==> src/rtl/sram_arb_pkg.sv <==
// Shared constants and types for the SRAM channel arbiter slice.
package sram_arb_pkg;

    localparam int SRAM_ADDR_W_DEFAULT = 24;
    localparam int SRAM_INST_W         = 8;

    localparam logic [7:0] SRAM_INST_NONE  = 8'd0;
    localparam logic [7:0] SRAM_INST_WRITE = 8'd2;
    localparam logic [7:0] SRAM_INST_READ  = 8'd3;

    typedef enum logic [1:0] {
        CH_IDLE    = 2'd0,
        CH_BUSY    = 2'd1,
        CH_HOLDOFF = 2'd2
    } ch_state_t;

    // Round-robin successor of the last owner, wrapping to requester 0.
    function automatic int rr_next(input int owner, input int num_req);
        return (owner + 1 >= num_req) ? 0 : owner + 1;
    endfunction

endpackage

==> src/rtl/sram_channel_arbiter_if.sv <==
// Engine-side and controller-side buses of the arbiter, flattened per requester/channel.
interface sram_channel_arbiter_if
    import sram_arb_pkg::*;
#(
    parameter int NUM_REQ = 3,
    parameter int NUM_CH  = 4,
    parameter int ADDR_W  = SRAM_ADDR_W_DEFAULT
);
    logic [NUM_REQ*NUM_CH-1:0]             req;
    logic [NUM_REQ*NUM_CH*SRAM_INST_W-1:0] req_inst;
    logic [NUM_REQ*NUM_CH*ADDR_W-1:0]      req_address;
    logic [NUM_REQ*NUM_CH*ADDR_W-1:0]      req_byte_length;
    logic [NUM_REQ*NUM_CH-1:0]             req_write_in;
    logic [NUM_REQ*NUM_CH-1:0]             grant;
    logic [NUM_REQ*NUM_CH-1:0]             gnt_io_valid;
    logic [NUM_REQ*NUM_CH-1:0]             gnt_mem_out;
    logic [NUM_REQ*NUM_CH-1:0]             gnt_rw_done;
    logic [NUM_CH*SRAM_INST_W-1:0]         inst;
    logic [NUM_CH*ADDR_W-1:0]              address;
    logic [NUM_CH*ADDR_W-1:0]              byte_length;
    logic [NUM_CH-1:0]                     write_in;
    logic [NUM_CH-1:0]                     io_valid;
    logic [NUM_CH-1:0]                     mem_out;
    logic [NUM_CH-1:0]                     rw_done;

    modport slave (
        input  req, req_inst, req_address, req_byte_length, req_write_in,
        input  io_valid, mem_out, rw_done,
        output grant, gnt_io_valid, gnt_mem_out, gnt_rw_done,
        output inst, address, byte_length, write_in
    );

    modport master (
        output req, req_inst, req_address, req_byte_length, req_write_in,
        output io_valid, mem_out, rw_done,
        input  grant, gnt_io_valid, gnt_mem_out, gnt_rw_done,
        input  inst, address, byte_length, write_in
    );

endinterface

==> src/rtl/sram_channel_arbiter_slot.sv <==
// One SRAM channel: round-robin ownership FSM, owned-cycle watchdog and owner mux.
module sram_channel_slot
    import sram_arb_pkg::*;
#(
    parameter int NUM_REQ        = 3,
    parameter int ADDR_W         = SRAM_ADDR_W_DEFAULT,
    parameter int TIMEOUT_CYCLES = 2000000
) (
    input  logic                            clk,
    input  logic                            rst_n,
    input  logic [NUM_REQ-1:0]              req,
    input  logic [NUM_REQ*SRAM_INST_W-1:0]  req_inst,
    input  logic [NUM_REQ*ADDR_W-1:0]       req_address,
    input  logic [NUM_REQ*ADDR_W-1:0]       req_byte_length,
    input  logic [NUM_REQ-1:0]              req_write_in,
    input  logic                            io_valid,
    input  logic                            mem_out,
    input  logic                            rw_done,
    input  logic                            err_clr,
    output logic [NUM_REQ-1:0]              grant,
    output logic [NUM_REQ-1:0]              gnt_io_valid,
    output logic [NUM_REQ-1:0]              gnt_mem_out,
    output logic [NUM_REQ-1:0]              gnt_rw_done,
    output logic [SRAM_INST_W-1:0]          inst,
    output logic [ADDR_W-1:0]               address,
    output logic [ADDR_W-1:0]               byte_length,
    output logic                            write_in,
    output logic                            timeout_err
);

    localparam int          OWN_W   = (NUM_REQ > 1) ? $clog2(NUM_REQ) : 1;
    localparam logic [31:0] TO_LAST = 32'(TIMEOUT_CYCLES - 1);
    localparam logic [31:0] TO_SAT  = 32'(TIMEOUT_CYCLES);

    ch_state_t        state_r;
    logic [OWN_W-1:0] owner_r;
    logic [OWN_W-1:0] rr_ptr_r;
    logic [31:0]      cnt_r;
    logic [OWN_W-1:0] pick_s;
    logic             pick_valid_s;
    logic             owner_req_s;
    logic             timeout_hit_s;

    assign owner_req_s   = req[owner_r];
    assign timeout_hit_s = (state_r == CH_BUSY) && owner_req_s && !rw_done && (cnt_r == TO_LAST);

    // Round-robin pick: scan from the far end so the smallest offset from rr_ptr wins.
    always_comb begin
        int idx;
        idx          = 0;
        pick_s       = rr_ptr_r;
        pick_valid_s = 1'b0;
        for (int i = NUM_REQ - 1; i >= 0; i--) begin
            idx          = (int'(rr_ptr_r) + i) % NUM_REQ;
            pick_s       = req[idx] ? OWN_W'(idx) : pick_s;
            pick_valid_s = pick_valid_s | req[idx];
        end
    end

    // Ownership FSM, owned-cycle counter and round-robin pointer.
    always_ff @(posedge clk or negedge rst_n) begin
        if (!rst_n) begin
            state_r  <= CH_IDLE;
            owner_r  <= '0;
            rr_ptr_r <= '0;
            cnt_r    <= 32'd0;
        end else begin
            case (state_r)
                CH_IDLE: begin
                    if (pick_valid_s) begin
                        state_r <= CH_BUSY;
                        owner_r <= pick_s;
                        cnt_r   <= 32'd0;
                    end
                end
                CH_BUSY: begin
                    if (cnt_r < TO_SAT) begin
                        cnt_r <= cnt_r + 32'd1;
                    end
                    // Completion, abort and watchdog all release through the holdoff cycle.
                    if (rw_done || !owner_req_s || timeout_hit_s) begin
                        state_r <= CH_HOLDOFF;
                    end
                end
                CH_HOLDOFF: begin
                    state_r  <= CH_IDLE;
                    rr_ptr_r <= OWN_W'(rr_next(int'(owner_r), NUM_REQ));
                end
                default: begin
                    state_r <= CH_IDLE;
                end
            endcase
        end
    end

    // Sticky watchdog flag; a new timeout outranks a simultaneous clear.
    always_ff @(posedge clk or negedge rst_n) begin
        if (!rst_n) begin
            timeout_err <= 1'b0;
        end else if (timeout_hit_s) begin
            timeout_err <= 1'b1;
        end else if (err_clr) begin
            timeout_err <= 1'b0;
        end
    end

    // Owner mux toward the controller and grant-gated returns toward the engines.
    always_comb begin
        grant        = '0;
        gnt_io_valid = '0;
        gnt_mem_out  = '0;
        gnt_rw_done  = '0;
        inst         = SRAM_INST_NONE;
        address      = '0;
        byte_length  = '0;
        write_in     = 1'b0;
        if (state_r == CH_BUSY) begin
            grant[owner_r]        = 1'b1;
            gnt_io_valid[owner_r] = io_valid;
            gnt_mem_out[owner_r]  = mem_out;
            gnt_rw_done[owner_r]  = rw_done;
            if (owner_req_s) begin
                inst        = req_inst[int'(owner_r)*SRAM_INST_W +: SRAM_INST_W];
                address     = req_address[int'(owner_r)*ADDR_W +: ADDR_W];
                byte_length = req_byte_length[int'(owner_r)*ADDR_W +: ADDR_W];
                write_in    = req_write_in[owner_r];
            end else begin
                inst        = SRAM_INST_NONE;
                address     = '0;
                byte_length = '0;
                write_in    = 1'b0;
            end
        end else begin
            grant        = '0;
            gnt_io_valid = '0;
        end
    end

endmodule

==> src/rtl/sram_channel_arbiter.sv <==
// Shares the SRAM controller channels between engines; one independent slot per channel.
module sram_channel_arbiter
    import sram_arb_pkg::*;
#(
    parameter int NUM_REQ        = 3,
    parameter int NUM_CH         = 4,
    parameter int ADDR_W         = SRAM_ADDR_W_DEFAULT,
    parameter int TIMEOUT_CYCLES = 2000000
) (
    input  logic                  clk,
    input  logic                  rst_n,
    sram_channel_arbiter_if.slave bus,
    output logic [NUM_CH-1:0]     timeout_err,
    input  logic                  err_clr
);

    logic [NUM_CH-1:0][NUM_REQ-1:0]             ch_req_s;
    logic [NUM_CH-1:0][NUM_REQ*SRAM_INST_W-1:0] ch_req_inst_s;
    logic [NUM_CH-1:0][NUM_REQ*ADDR_W-1:0]      ch_req_addr_s;
    logic [NUM_CH-1:0][NUM_REQ*ADDR_W-1:0]      ch_req_len_s;
    logic [NUM_CH-1:0][NUM_REQ-1:0]             ch_req_wr_s;
    logic [NUM_CH-1:0][NUM_REQ-1:0]             ch_grant_s;
    logic [NUM_CH-1:0][NUM_REQ-1:0]             ch_iov_s;
    logic [NUM_CH-1:0][NUM_REQ-1:0]             ch_mem_s;
    logic [NUM_CH-1:0][NUM_REQ-1:0]             ch_done_s;
    logic [NUM_CH-1:0][SRAM_INST_W-1:0]         ch_inst_s;
    logic [NUM_CH-1:0][ADDR_W-1:0]              ch_addr_s;
    logic [NUM_CH-1:0][ADDR_W-1:0]              ch_len_s;
    logic [NUM_CH-1:0]                          ch_wr_s;
    logic [NUM_CH-1:0]                          ch_err_s;

    // Regroup the requester-major request buses into per-channel bundles.
    always_comb begin
        ch_req_s      = '0;
        ch_req_inst_s = '0;
        ch_req_addr_s = '0;
        ch_req_len_s  = '0;
        ch_req_wr_s   = '0;
        for (int c = 0; c < NUM_CH; c++) begin
            for (int r = 0; r < NUM_REQ; r++) begin
                ch_req_s[c][r]    = bus.req[r*NUM_CH+c];
                ch_req_wr_s[c][r] = bus.req_write_in[r*NUM_CH+c];
                ch_req_inst_s[c][r*SRAM_INST_W +: SRAM_INST_W] =
                    bus.req_inst[(r*NUM_CH+c)*SRAM_INST_W +: SRAM_INST_W];
                ch_req_addr_s[c][r*ADDR_W +: ADDR_W] = bus.req_address[(r*NUM_CH+c)*ADDR_W +: ADDR_W];
                ch_req_len_s[c][r*ADDR_W +: ADDR_W]  = bus.req_byte_length[(r*NUM_CH+c)*ADDR_W +: ADDR_W];
            end
        end
    end

    // Scatter per-channel grants and returns back to requester-major order.
    always_comb begin
        bus.grant        = '0;
        bus.gnt_io_valid = '0;
        bus.gnt_mem_out  = '0;
        bus.gnt_rw_done  = '0;
        for (int c = 0; c < NUM_CH; c++) begin
            for (int r = 0; r < NUM_REQ; r++) begin
                bus.grant[r*NUM_CH+c]        = ch_grant_s[c][r];
                bus.gnt_io_valid[r*NUM_CH+c] = ch_iov_s[c][r];
                bus.gnt_mem_out[r*NUM_CH+c]  = ch_mem_s[c][r];
                bus.gnt_rw_done[r*NUM_CH+c]  = ch_done_s[c][r];
            end
        end
    end

    assign bus.inst        = ch_inst_s;
    assign bus.address     = ch_addr_s;
    assign bus.byte_length = ch_len_s;
    assign bus.write_in    = ch_wr_s;
    assign timeout_err     = ch_err_s;

    for (genvar c = 0; c < NUM_CH; c++) begin : g_slot
        sram_channel_slot #(
            .NUM_REQ        (NUM_REQ),
            .ADDR_W         (ADDR_W),
            .TIMEOUT_CYCLES (TIMEOUT_CYCLES)
        ) u_slot (
            .clk             (clk),
            .rst_n           (rst_n),
            .req             (ch_req_s[c]),
            .req_inst        (ch_req_inst_s[c]),
            .req_address     (ch_req_addr_s[c]),
            .req_byte_length (ch_req_len_s[c]),
            .req_write_in    (ch_req_wr_s[c]),
            .io_valid        (bus.io_valid[c]),
            .mem_out         (bus.mem_out[c]),
            .rw_done         (bus.rw_done[c]),
            .err_clr         (err_clr),
            .grant           (ch_grant_s[c]),
            .gnt_io_valid    (ch_iov_s[c]),
            .gnt_mem_out     (ch_mem_s[c]),
            .gnt_rw_done     (ch_done_s[c]),
            .inst            (ch_inst_s[c]),
            .address         (ch_addr_s[c]),
            .byte_length     (ch_len_s[c]),
            .write_in        (ch_wr_s[c]),
            .timeout_err     (ch_err_s[c])
        );
    end

endmodule

==> src/flat_wrapper.sv <==
// flat-port wrapper written by rule: the top's interface ports become plain ports
module sram_channel_arbiter_flat import sram_arb_pkg::*;
#(
    parameter int NUM_REQ        = 3,
    parameter int NUM_CH         = 4,
    parameter int ADDR_W         = SRAM_ADDR_W_DEFAULT,
    parameter int TIMEOUT_CYCLES = 2000000
)
  (clk, rst_n, timeout_err, err_clr, bus_req, bus_req_inst, bus_req_address, bus_req_byte_length, bus_req_write_in, bus_io_valid, bus_mem_out, bus_rw_done, bus_grant, bus_gnt_io_valid, bus_gnt_mem_out, bus_gnt_rw_done, bus_inst, bus_address, bus_byte_length, bus_write_in);
  sram_channel_arbiter_if #(.NUM_REQ(NUM_REQ), .NUM_CH(NUM_CH), .ADDR_W(ADDR_W)) bus_i ();
  input  logic clk;
  input  logic rst_n;
  output logic [NUM_CH-1:0] timeout_err;
  input  logic err_clr;
  input wire logic [$bits(bus_i.req)-1:0] bus_req;
  input wire logic [$bits(bus_i.req_inst)-1:0] bus_req_inst;
  input wire logic [$bits(bus_i.req_address)-1:0] bus_req_address;
  input wire logic [$bits(bus_i.req_byte_length)-1:0] bus_req_byte_length;
  input wire logic [$bits(bus_i.req_write_in)-1:0] bus_req_write_in;
  input wire logic [$bits(bus_i.io_valid)-1:0] bus_io_valid;
  input wire logic [$bits(bus_i.mem_out)-1:0] bus_mem_out;
  input wire logic [$bits(bus_i.rw_done)-1:0] bus_rw_done;
  output wire logic [$bits(bus_i.grant)-1:0] bus_grant;
  output wire logic [$bits(bus_i.gnt_io_valid)-1:0] bus_gnt_io_valid;
  output wire logic [$bits(bus_i.gnt_mem_out)-1:0] bus_gnt_mem_out;
  output wire logic [$bits(bus_i.gnt_rw_done)-1:0] bus_gnt_rw_done;
  output wire logic [$bits(bus_i.inst)-1:0] bus_inst;
  output wire logic [$bits(bus_i.address)-1:0] bus_address;
  output wire logic [$bits(bus_i.byte_length)-1:0] bus_byte_length;
  output wire logic [$bits(bus_i.write_in)-1:0] bus_write_in;
  assign bus_i.req = bus_req;
  assign bus_i.req_inst = bus_req_inst;
  assign bus_i.req_address = bus_req_address;
  assign bus_i.req_byte_length = bus_req_byte_length;
  assign bus_i.req_write_in = bus_req_write_in;
  assign bus_i.io_valid = bus_io_valid;
  assign bus_i.mem_out = bus_mem_out;
  assign bus_i.rw_done = bus_rw_done;
  assign bus_grant = bus_i.grant;
  assign bus_gnt_io_valid = bus_i.gnt_io_valid;
  assign bus_gnt_mem_out = bus_i.gnt_mem_out;
  assign bus_gnt_rw_done = bus_i.gnt_rw_done;
  assign bus_inst = bus_i.inst;
  assign bus_address = bus_i.address;
  assign bus_byte_length = bus_i.byte_length;
  assign bus_write_in = bus_i.write_in;
  sram_channel_arbiter #(.NUM_REQ(NUM_REQ), .NUM_CH(NUM_CH), .ADDR_W(ADDR_W), .TIMEOUT_CYCLES(TIMEOUT_CYCLES)) u_core (.clk(clk), .rst_n(rst_n), .bus(bus_i), .timeout_err(timeout_err), .err_clr(err_clr));
endmodule
==> config.mk <==
export PLATFORM = sky130hd
export DESIGN_NAME = sram_channel_arbiter_flat
export DESIGN_NICKNAME = d
export VERILOG_FILES = /design/src/rtl/sram_arb_pkg.sv /design/src/rtl/sram_channel_arbiter_if.sv /design/src/rtl/sram_channel_arbiter_slot.sv /design/src/rtl/sram_channel_arbiter.sv /design/src/flat_wrapper.sv
export SDC_FILE = /design/constraint.sdc
export NUM_CORES = 1
export LEC_CHECK = 0
export BUFFER_PORTS_ARGS = -buffer_cell sky130_fd_sc_hd__buf_2
export CAP_MARGIN = 20
export CORE_AREA = 2 2 387 389
export DETAILED_ROUTE_END_ITERATION = 8
export DIE_AREA = 0 0 389 391
export PLACE_DENSITY = 0.32
export SYNTH_ARGS = -nofsm -noshare
export SYNTH_HDL_FRONTEND = slang
export SYNTH_SLANG_ARGS = --single-unit
==> constraint.sdc <==
create_clock -name clk -period 2.1 [get_ports clk]
set_input_delay 0 -clock clk [delete_from_list [all_inputs] [get_ports clk]]
set_output_delay 0 -clock clk [all_outputs]
set_load 0.01 [all_outputs]
==> summary.md, run 1 <==
| Metric | Value |
|---|---|
| Outcome | `complete, but fails checks` |
| Violated checks | `negative setup slack` |
| Post-Synthesis Cells | `roughly 2,000` |
| Flops & latches, synth | `156` |
| Sequential Power Share | `14.0%` |
| Maximum clock rate | `0.467 GHz` |
| Cell area after synthesis | `14,400 um2` |
| Final WS setup | `-0.0436 ns` |
| Drt via density | `3.87` |
| Die area | `152,000 um2` |
| Hpwl dp | `72,100 um` |
| I/O pin count | `slightly below 1,000` |
| Clk_lat worst skew | `between 0.4 and 0.5 ns` |
| Clk sink count | `156` |
| Clock power share | `11.3%` |
| TritonCTS clock tree | `built` |
| Number of global-route vias before repair | `18,600` |
| Mapped Avg Cell Area | `between 7 and 8 um2` |
| Power per cell area | `approximately 1100 nW/um2` |
| Nets | `3,893` |
| P&R area growth vs syn | `89.9%` |
| Total wire length | `just under 100,000 um` |
| Max cap viols | `0` |
| Htree depth | `4` |
| Routed length per placed instance | `19.2 um` |
| Post-route ant nets | `0` |
| FP Rows | `142` |
| Crit-path max FO | `8` |
| Rel. slew slack | `56.5%` |
| Die Y | `391 um` |
| DP Area | `23,000 um2` |
| Largest net degree at the start of global routing | `62` |
| Worst setup EP type | `flip-flop` |
| Syn Nets | `2,753` |
| Multi-input logic area | `around 11,000 um2` |
| CTS Root Cell | `clkbuf_16` |
| Number of synthesized flops with an enable pin | `0` |
| # setup viols final | `19` |
| Fillers | `16,900` |
| Clock slew at reported path FFs | `0.08 ns` |
| All-layer global routing usage | `11.1%` |
| FF+latch area | `3920 um2` |
| Initial DRT Pass Iterations | `5` |
| Cell Int Power | `15.5 mW` |
| Most common cell after layout, fill and taps aside | `buf_2` |
| DRC | `0` |
| Tmin final | `2.14 ns` |
| Sw frac | `48.6%` |
| Via count | `19,900` |
| CP max stage delay | `roughly 0.56 ns` |
| Cell Count, Final, Fillers Out | `5,138` |
| Clock Tree Buf Depth | `2` |
| Top cell family by delay on the critical path | `simple AND/OR/NAND/NOR gates` |
| Netlist cell types | `between 60 and 70` |
| DP Worst Slack | `-0.0651 ns` |
| Global route overflow | `0` |
| RSZ-0062 raised after global routing | `yes` |
| Critical Path AT | `~2.6 ns` |
| Final hold slack | `roughly 0.045 ns` |
| Synth warn | `0` |
| Final total power | `30.1 mW` |
| Core footprint | `149,000 um2` |
| P_sw | `around 15 mW` |
| Crit share post-route | `102%` |
| Slowest CP cell | `or4_4` |
| Placed Instances | `4,988` |
| Post-synth ARST share | `100%` |
| Fin. Hold Viols | `0` |
| Initial antenna violation count | `30` |
| Slew Limit Fails | `0` |
| Post-synthesis sequential area ratio | `27.0%` |
| CP startpoint kind | `flip-flop` |
| Worst path cell trace | `or4_4 -> o2111ai_4 -> nand4_1 -> buf_6 -> or3_4 -> a21oi_2` |
| WP buf/inv | `1` |
| 1st-iter DRT viols | `1,263` |
| Fin Clk Skew | `0.00985 ns` |
| Design area | `27,400 um2` |
| Initial Util | `under 10%` |
| Tightest Pin Transition | `0.651 ns` |
| Share of layout cells above drive strength 1 | `between 50% and 60%` |
| First-pass GRT wire length | `127,000 um` |
| Pleak | `12.7 nW` |
| Crit Path Class | `flip-flop to flip-flop` |
| Combinational Power Share | `74.7%` |
| GP Congestion | `0.886` |
| DIE WIDTH | `389 um` |
| Most common flop cell mapped by yosys | `dfrtp_1` |
| Hold Path Class | `primary input to asynchronous set/reset pin` |
| Req. time, crit path | `2.52 ns` |
| Port buffer count | `990` |
| TritonCTS buffer count | `17` |
| Max IR drop VDD | `about 0.5 mV` |
| Commonest non-fill, non-tap cells in the layout | `buf_2, nor2_1, mux2i_1, a21oi_1, buf_4` |
registers in the layout, indices dropped and copies added, names as in the netlist:
name and cells:
u_core.g_slot.u_slot.cnt_r 128, u_core.g_slot.u_slot.owner_r 8, u_core.g_slot.u_slot.rr_ptr_r 8, u_core.g_slot.u_slot.state_r 8, u_core.g_slot.u_slot.timeout_err 4
cell families (layout without fill, tap and decap cells):
logic type               count (synthesis)  count (layout)  synth area share (%)
XOR/XNOR                                 3               3                 0.182
AO/OA/AOI/OAI                          484             484                  19.5
other                                    0              11                     0
AND/OR/NAND/NOR                        928             929                  29.7
buffers and inverters                  203            1355                  5.62
flip-flops                             156             156                  27.0
adder cells (fa/ha/maj)                 16              16                  1.32
multiplexers                           240             240                  16.7
cell usage after synthesis (5+ instances only):
master	instances	area, um2
a2bb2oi_1	5	43.8
buf_2	15	75.1
nor3_1	37	185
nand2_1	79	297
o31ai_1	13	97.6
a41oi_1	6	52.6
mux2i_1	236	2360
nor2b_1	13	81.3
a21oi_1	289	1450
inv_1	29	109
nor4_1	20	125
buf_4	8	60.1
a21o_1	12	90.1
and4_1	6	52.6
o32a_1	5	50.1
a22o_1	6	52.6
or4_1	7	52.6
dfrtp_1	156	3900
and2_1	42	263
clkbuf_1	127	477
and3_1	62	388
nor2_1	510	1910
nand3_1	57	285
a211o_1	8	70.1
nand3b_1	5	37.5
buf_1	23	86.3
ha_1	12	150
o21ai_0	63	315
a31oi_1	28	175
nand4_1	28	175
nand2b_1	17	106
or3_1	27	169
o21a_1	12	90.1
cell type report:
class,instances,area share (%)
Tap cell,1944,8.87
Sequential cell,156,14.3
Antenna cell,11,0.100
Clock buffer,18,1.56
Clock inverter,14,0.648
Inverter,29,0.397
Timing Repair Buffer,1294,32.9
Multi-Input combinational cell,1672,41.2
repair_timing:
item / CTS / global route
gates resized for setup: 88 / 455
hold buffers: 11 / 0
endpoints found under the setup margin: 215 / 313
setup buffers: 23 / 30
cloned: 7 / 40
endpoints found under the hold margin: 171 / 0
pin swaps: 15 / 116
power by group through the flow:
stage	Sequential (mW)	Clock [mW]	Combinational [mW]
after floorplan	3.97	0	9.83
after global placement	4.31	0	16.7
after detailed placement	4.30	0	16.6
after CTS	4.16	3.63	18.1
after global routing	4.31	3.73	24.1
final	4.21	3.41	22.5
metrics by stage:
step	util, %	TNS [ns]
after detailed placement	15.5	-0.485
after global placement	15.5	-0.423
final	18.5	-0.385
after floorplan	-	-0.00384
after CTS	16.5	-0.562
after global routing	18.5	-13.89
metal layers:
metal | vias to the layer above | wire (um) | GRT usage [%] | part of all wire, %
li1 | 9505 | - | - | -
met3 | 124 | 6860 | 2.32 | 7.0
met4 | 18 | 2970 | 3.66 | 3.0
met1 | 9464 | 42500 | 15.0 | 43
met5 | - | 109 | 0 | 0.11
met2 | 758 | 46000 | 17.7 | 47
worst paths after layout:
kind / start / end / slack (ns) / cells after the start
worst max-delay path: u_core.g_slot[2].u_slot.cnt_r[13] / u_core.g_slot[2].u_slot.cnt_r[11] / -0.04 / 6
worst min-delay path: rst_n / u_core.g_slot[3].u_slot.cnt_r[16] / 0.05 / 2
worst max register to register: u_core.g_slot[2].u_slot.cnt_r[13] / u_core.g_slot[2].u_slot.cnt_r[11] / -0.04 / 6
worst min register to register: u_core.g_slot[2].u_slot.cnt_r[28] / u_core.g_slot[2].u_slot.cnt_r[28] / 0.49 / 1
max in group asynchronous: rst_n / u_core.g_slot[2].u_slot.owner_r[1] / 1.38 / 3
min in group clk: bus_req[3] / u_core.g_slot[3].u_slot.owner_r[0] / 0.08 / 4
No activity file was read; power rests on OpenSTA's default activity.
==> run 2: changes to the inputs <==
--- a/config.mk
+++ b/config.mk
@@ -7,10 +7,12 @@
 export LEC_CHECK = 0
 export BUFFER_PORTS_ARGS = -buffer_cell sky130_fd_sc_hd__buf_2
 export CAP_MARGIN = 20
-export CORE_AREA = 2 2 387 389
+export CELL_PAD_IN_SITES_DETAIL_PLACEMENT = 1
+export CELL_PAD_IN_SITES_GLOBAL_PLACEMENT = 1
+export CORE_AREA = 2 2 389 391
 export DETAILED_ROUTE_END_ITERATION = 8
-export DIE_AREA = 0 0 389 391
-export PLACE_DENSITY = 0.32
+export DIE_AREA = 0 0 391 393
+export PLACE_DENSITY = 0.41
 export SYNTH_ARGS = -nofsm -noshare
 export SYNTH_HDL_FRONTEND = slang
 export SYNTH_SLANG_ARGS = --single-unit
==> run 2 against run 1 <==
Net effect:
- the run still ends with negative setup slack left
- count of clock-buffer cells in the layout is the same
- critical path depth grew 1
- core utilization shrank 0.24 points
- via count is essentially flat
- clock skew grew 0.010 ns
- die area grew 1.0%
- wire length grew 1.2%
- flip-flop and latch count is the same
- largest cell class unchanged
==> summary.md, run 2 (synthesis gave the netlist of run 1 again) <==
| Metric | Value |
|---|---|
| TritonCTS clock tree | `built` |
| FF-to-FF End | `u_core.g_slot[2].u_slot.cnt_r[17]` |
| Nets | `3,899 (+0.15%)` |
| Most used cell, CP | `buf_6` |
| R2r setup slk | `-0.04 ns (about the same)` |
| Final total power | `30.1 mW (-0.16%)` |
| CP startpoint kind | `flip-flop` |
| Max IR drop VDD | `0.581 mV (+16%)` |
| 1st-iter DRT viols | `839 (-34%)` |
| I/O pin count | `991 (unchanged)` |
| Clk sink count | `156 (unchanged)` |
| Multi-input logic area | `11,200 um2 (-0.89%)` |
| Die Y | `393 um (+0.51%)` |
| Slew Limit Fails | `0 (unchanged)` |
| Htree depth | `4 (unchanged)` |
| Largest register FFs | `128 (unchanged)` |
| Design area | `27,200 um2 (-0.84%)` |
| Total wire length | `99,600 um (+1.2%)` |
| # setup viols final | `68 (+49)` |
| Crit Path Class | `flip-flop to output port` |
| Rel. slew slack | `56.2% (-0.32 points)` |
| Violated checks | `negative setup slack` |
| RSZ-0062 raised after global routing | `yes` |
| CTS Root Cell | `clkbuf_16` |
| Share of layout cells above drive strength 1 | `50.5% (-0.32 points)` |
| Tmin final | `2.15 ns (+0.00717 ns)` |
| Clock Tree Buf Depth | `2 (unchanged)` |
| All-layer global routing usage | `11.5% (+0.31 points)` |
| Core footprint | `149,000 um2 (+0.48%)` |
| GP Congestion | `0.840 (-5.1%)` |
| Slowest CP cell | `dfrtp_4` |
| TritonCTS buffer count | `17 (unchanged)` |
| WP buf/inv | `3 (+2)` |
| Pleak | `12.7 nW (-0.29%)` |
| Fin. Hold Viols | `0 (unchanged)` |
| Outcome | `complete, but fails checks` |
| DP Worst Slack | `-0.126 ns (-0.0607 ns)` |
| DIE WIDTH | `391 um (+0.51%)` |
| Worst R2R Start | `u_core.g_slot[2].u_slot.cnt_r[13]` |
| Crit share post-route | `102% (+0.34 points)` |
| Routed length per placed instance | `19.3 um (+0.96%)` |
| Critical Path AT | `2.15 ns (-0.41 ns)` |
| Final WS setup | `-0.0508 ns (-0.00717 ns)` |
| Power per cell area | `1110 nW/um2 (+0.68%)` |
| First-pass GRT wire length | `132,000 um (+4.1%)` |
| Fin Clk Skew | `0.0202 ns (+0.0103 ns)` |
| Final hold slack | `0.0763 ns (+0.0308 ns)` |
| Die area | `154,000 um2 (+1.0%)` |
| Initial antenna violation count | `27 (-10%)` |
| Drt via density | `3.86 (-0.15%)` |
| Tightest Pin Transition | `0.656 ns (+0.00473 ns)` |
| Max cap viols | `0 (unchanged)` |
| CP max stage delay | `0.57 ns (about the same)` |
| Hpwl dp | `72,400 um (+0.50%)` |
| Post-route ant nets | `0 (unchanged)` |
| Port buffer count | `990 (unchanged)` |
| Most common cell after layout, fill and taps aside | `buf_2` |
| Commonest non-fill, non-tap cells in the layout | `buf_2, nor2_1, mux2i_1, a21oi_1, buf_4` |
| Worst setup EP type | `output port` |
| Hold Path Class | `primary input to asynchronous set/reset pin` |
| DRC | `0 (unchanged)` |
| Cell depth of the worst setup path | `7 (+1)` |
| Placed Instances | `4,987 (-0.020%)` |
| Setup TNS | `-1.42 ns (-1.04 ns)` |
| Maximum clock rate | `0.465 GHz (-0.33%)` |
| Global route overflow | `0 (unchanged)` |
| Initial DRT Pass Iterations | `5 (unchanged)` |
| Crit-path max FO | `8 (unchanged)` |
| FP Rows | `142 (unchanged)` |
| Reg2reg path depth | `7 (+1)` |
| Cell Count, Final, Fillers Out | `5,149 (+0.21%)` |
| Layout Utilization | `18.2% (-0.24 points)` |
| Number of global-route vias before repair | `19,500 (+4.9%)` |
| Clk_lat worst skew | `0.50 ns (about the same)` |
| Via count | `19,900 (+0.060%)` |
| Register bank with the most flops | `u_core.g_slot.u_slot.cnt_r` |
| Worst path cell trace | `mux2i_1 -> o2bb2ai_2 -> buf_6 -> nand2_8 -> clkbuf_16 -> nor2_4 -> buf_6` |
| Initial Util | `9.68% (-0.046 points)` |
| P&R area growth vs syn | `88.3%` |
| FF+latch area | `3920 um2 (unchanged)` |
| Top cell family by delay on the critical path | `flip-flops` |
| Fillers | `18,100 (+7.0%)` |
| Clock slew at reported path FFs | `0.08 ns (about the same)` |
| Largest net degree at the start of global routing | `60 (-3.2%)` |
| Req. time, crit path | `2.10 ns (-0.42 ns)` |
| DP Area | `22,900 um2 (-0.11%)` |
run 2: what timing repair did:
item	4_1_cts	5_1_grt
endpoints found under the setup margin	301	325
cloned	15	30
buffers inserted	22	38
hold endpoints to repair	172	0
pin swaps	20	69
hold buffers	13	0
gates resized for setup	118	406
run 2: layout make-up:
class,instances,area share [%]
clock buffers,18,1.61
flip-flops and latches,156,14.4
repair buffers,1296,32.6
clock inverters,14,0.644
diodes,16,0.147
inverters,29,0.400
well taps,1944,8.94
multi-input cells,1676,41.2
run 2: worst max-delay path by stage:
stage | slack [ns] | startpoint | end
final | -0.05 | u_core.g_slot[1].u_slot.owner_r[0] | bus_byte_length[32]
after global routing | -0.14 | u_core.g_slot[1].u_slot.owner_r[0] | bus_inst[14]
after CTS | -0.11 | u_core.g_slot[3].u_slot.owner_r[0] | bus_inst[27]
after detailed placement | -0.13 | u_core.g_slot[0].u_slot.cnt_r[9] | u_core.g_slot[0].u_slot.cnt_r[18]
after global placement | -0.11 | u_core.g_slot[3].u_slot.rr_ptr_r[0] | u_core.g_slot[3].u_slot.cnt_r[8]
after floorplan | -0.002 | u_core.g_slot[3].u_slot.rr_ptr_r[0] | u_core.g_slot[3].u_slot.cnt_r[8]
run 2: power breakdown:
group / switching [mW] / total [mW] / internal [mW]
sequential: 0.622 / 4.16 / 3.54
clock: 1.61 / 3.44 / 1.83
combinational: 12.6 / 22.5 / 9.90
run 2: worst register-to-register path, stage by stage (launching register included):
cell	delay (ns)
dfrtp_1	0.38
or4_4	0.57
o2111ai_4	0.25
nand4_1	0.22
buf_4	0.20
buf_6	0.12
o21ai_0	0.20
a21oi_2	0.08
run 2: per-layer routing:
layer  up-vias  GRT usage (%)  share of wire [%]
met5         -              0               0.13
met4        22           3.73                2.8
met3       106           2.63                6.4
met2       661           19.8                 49
met1      9579           13.9                 42
li1       9513              -                  -
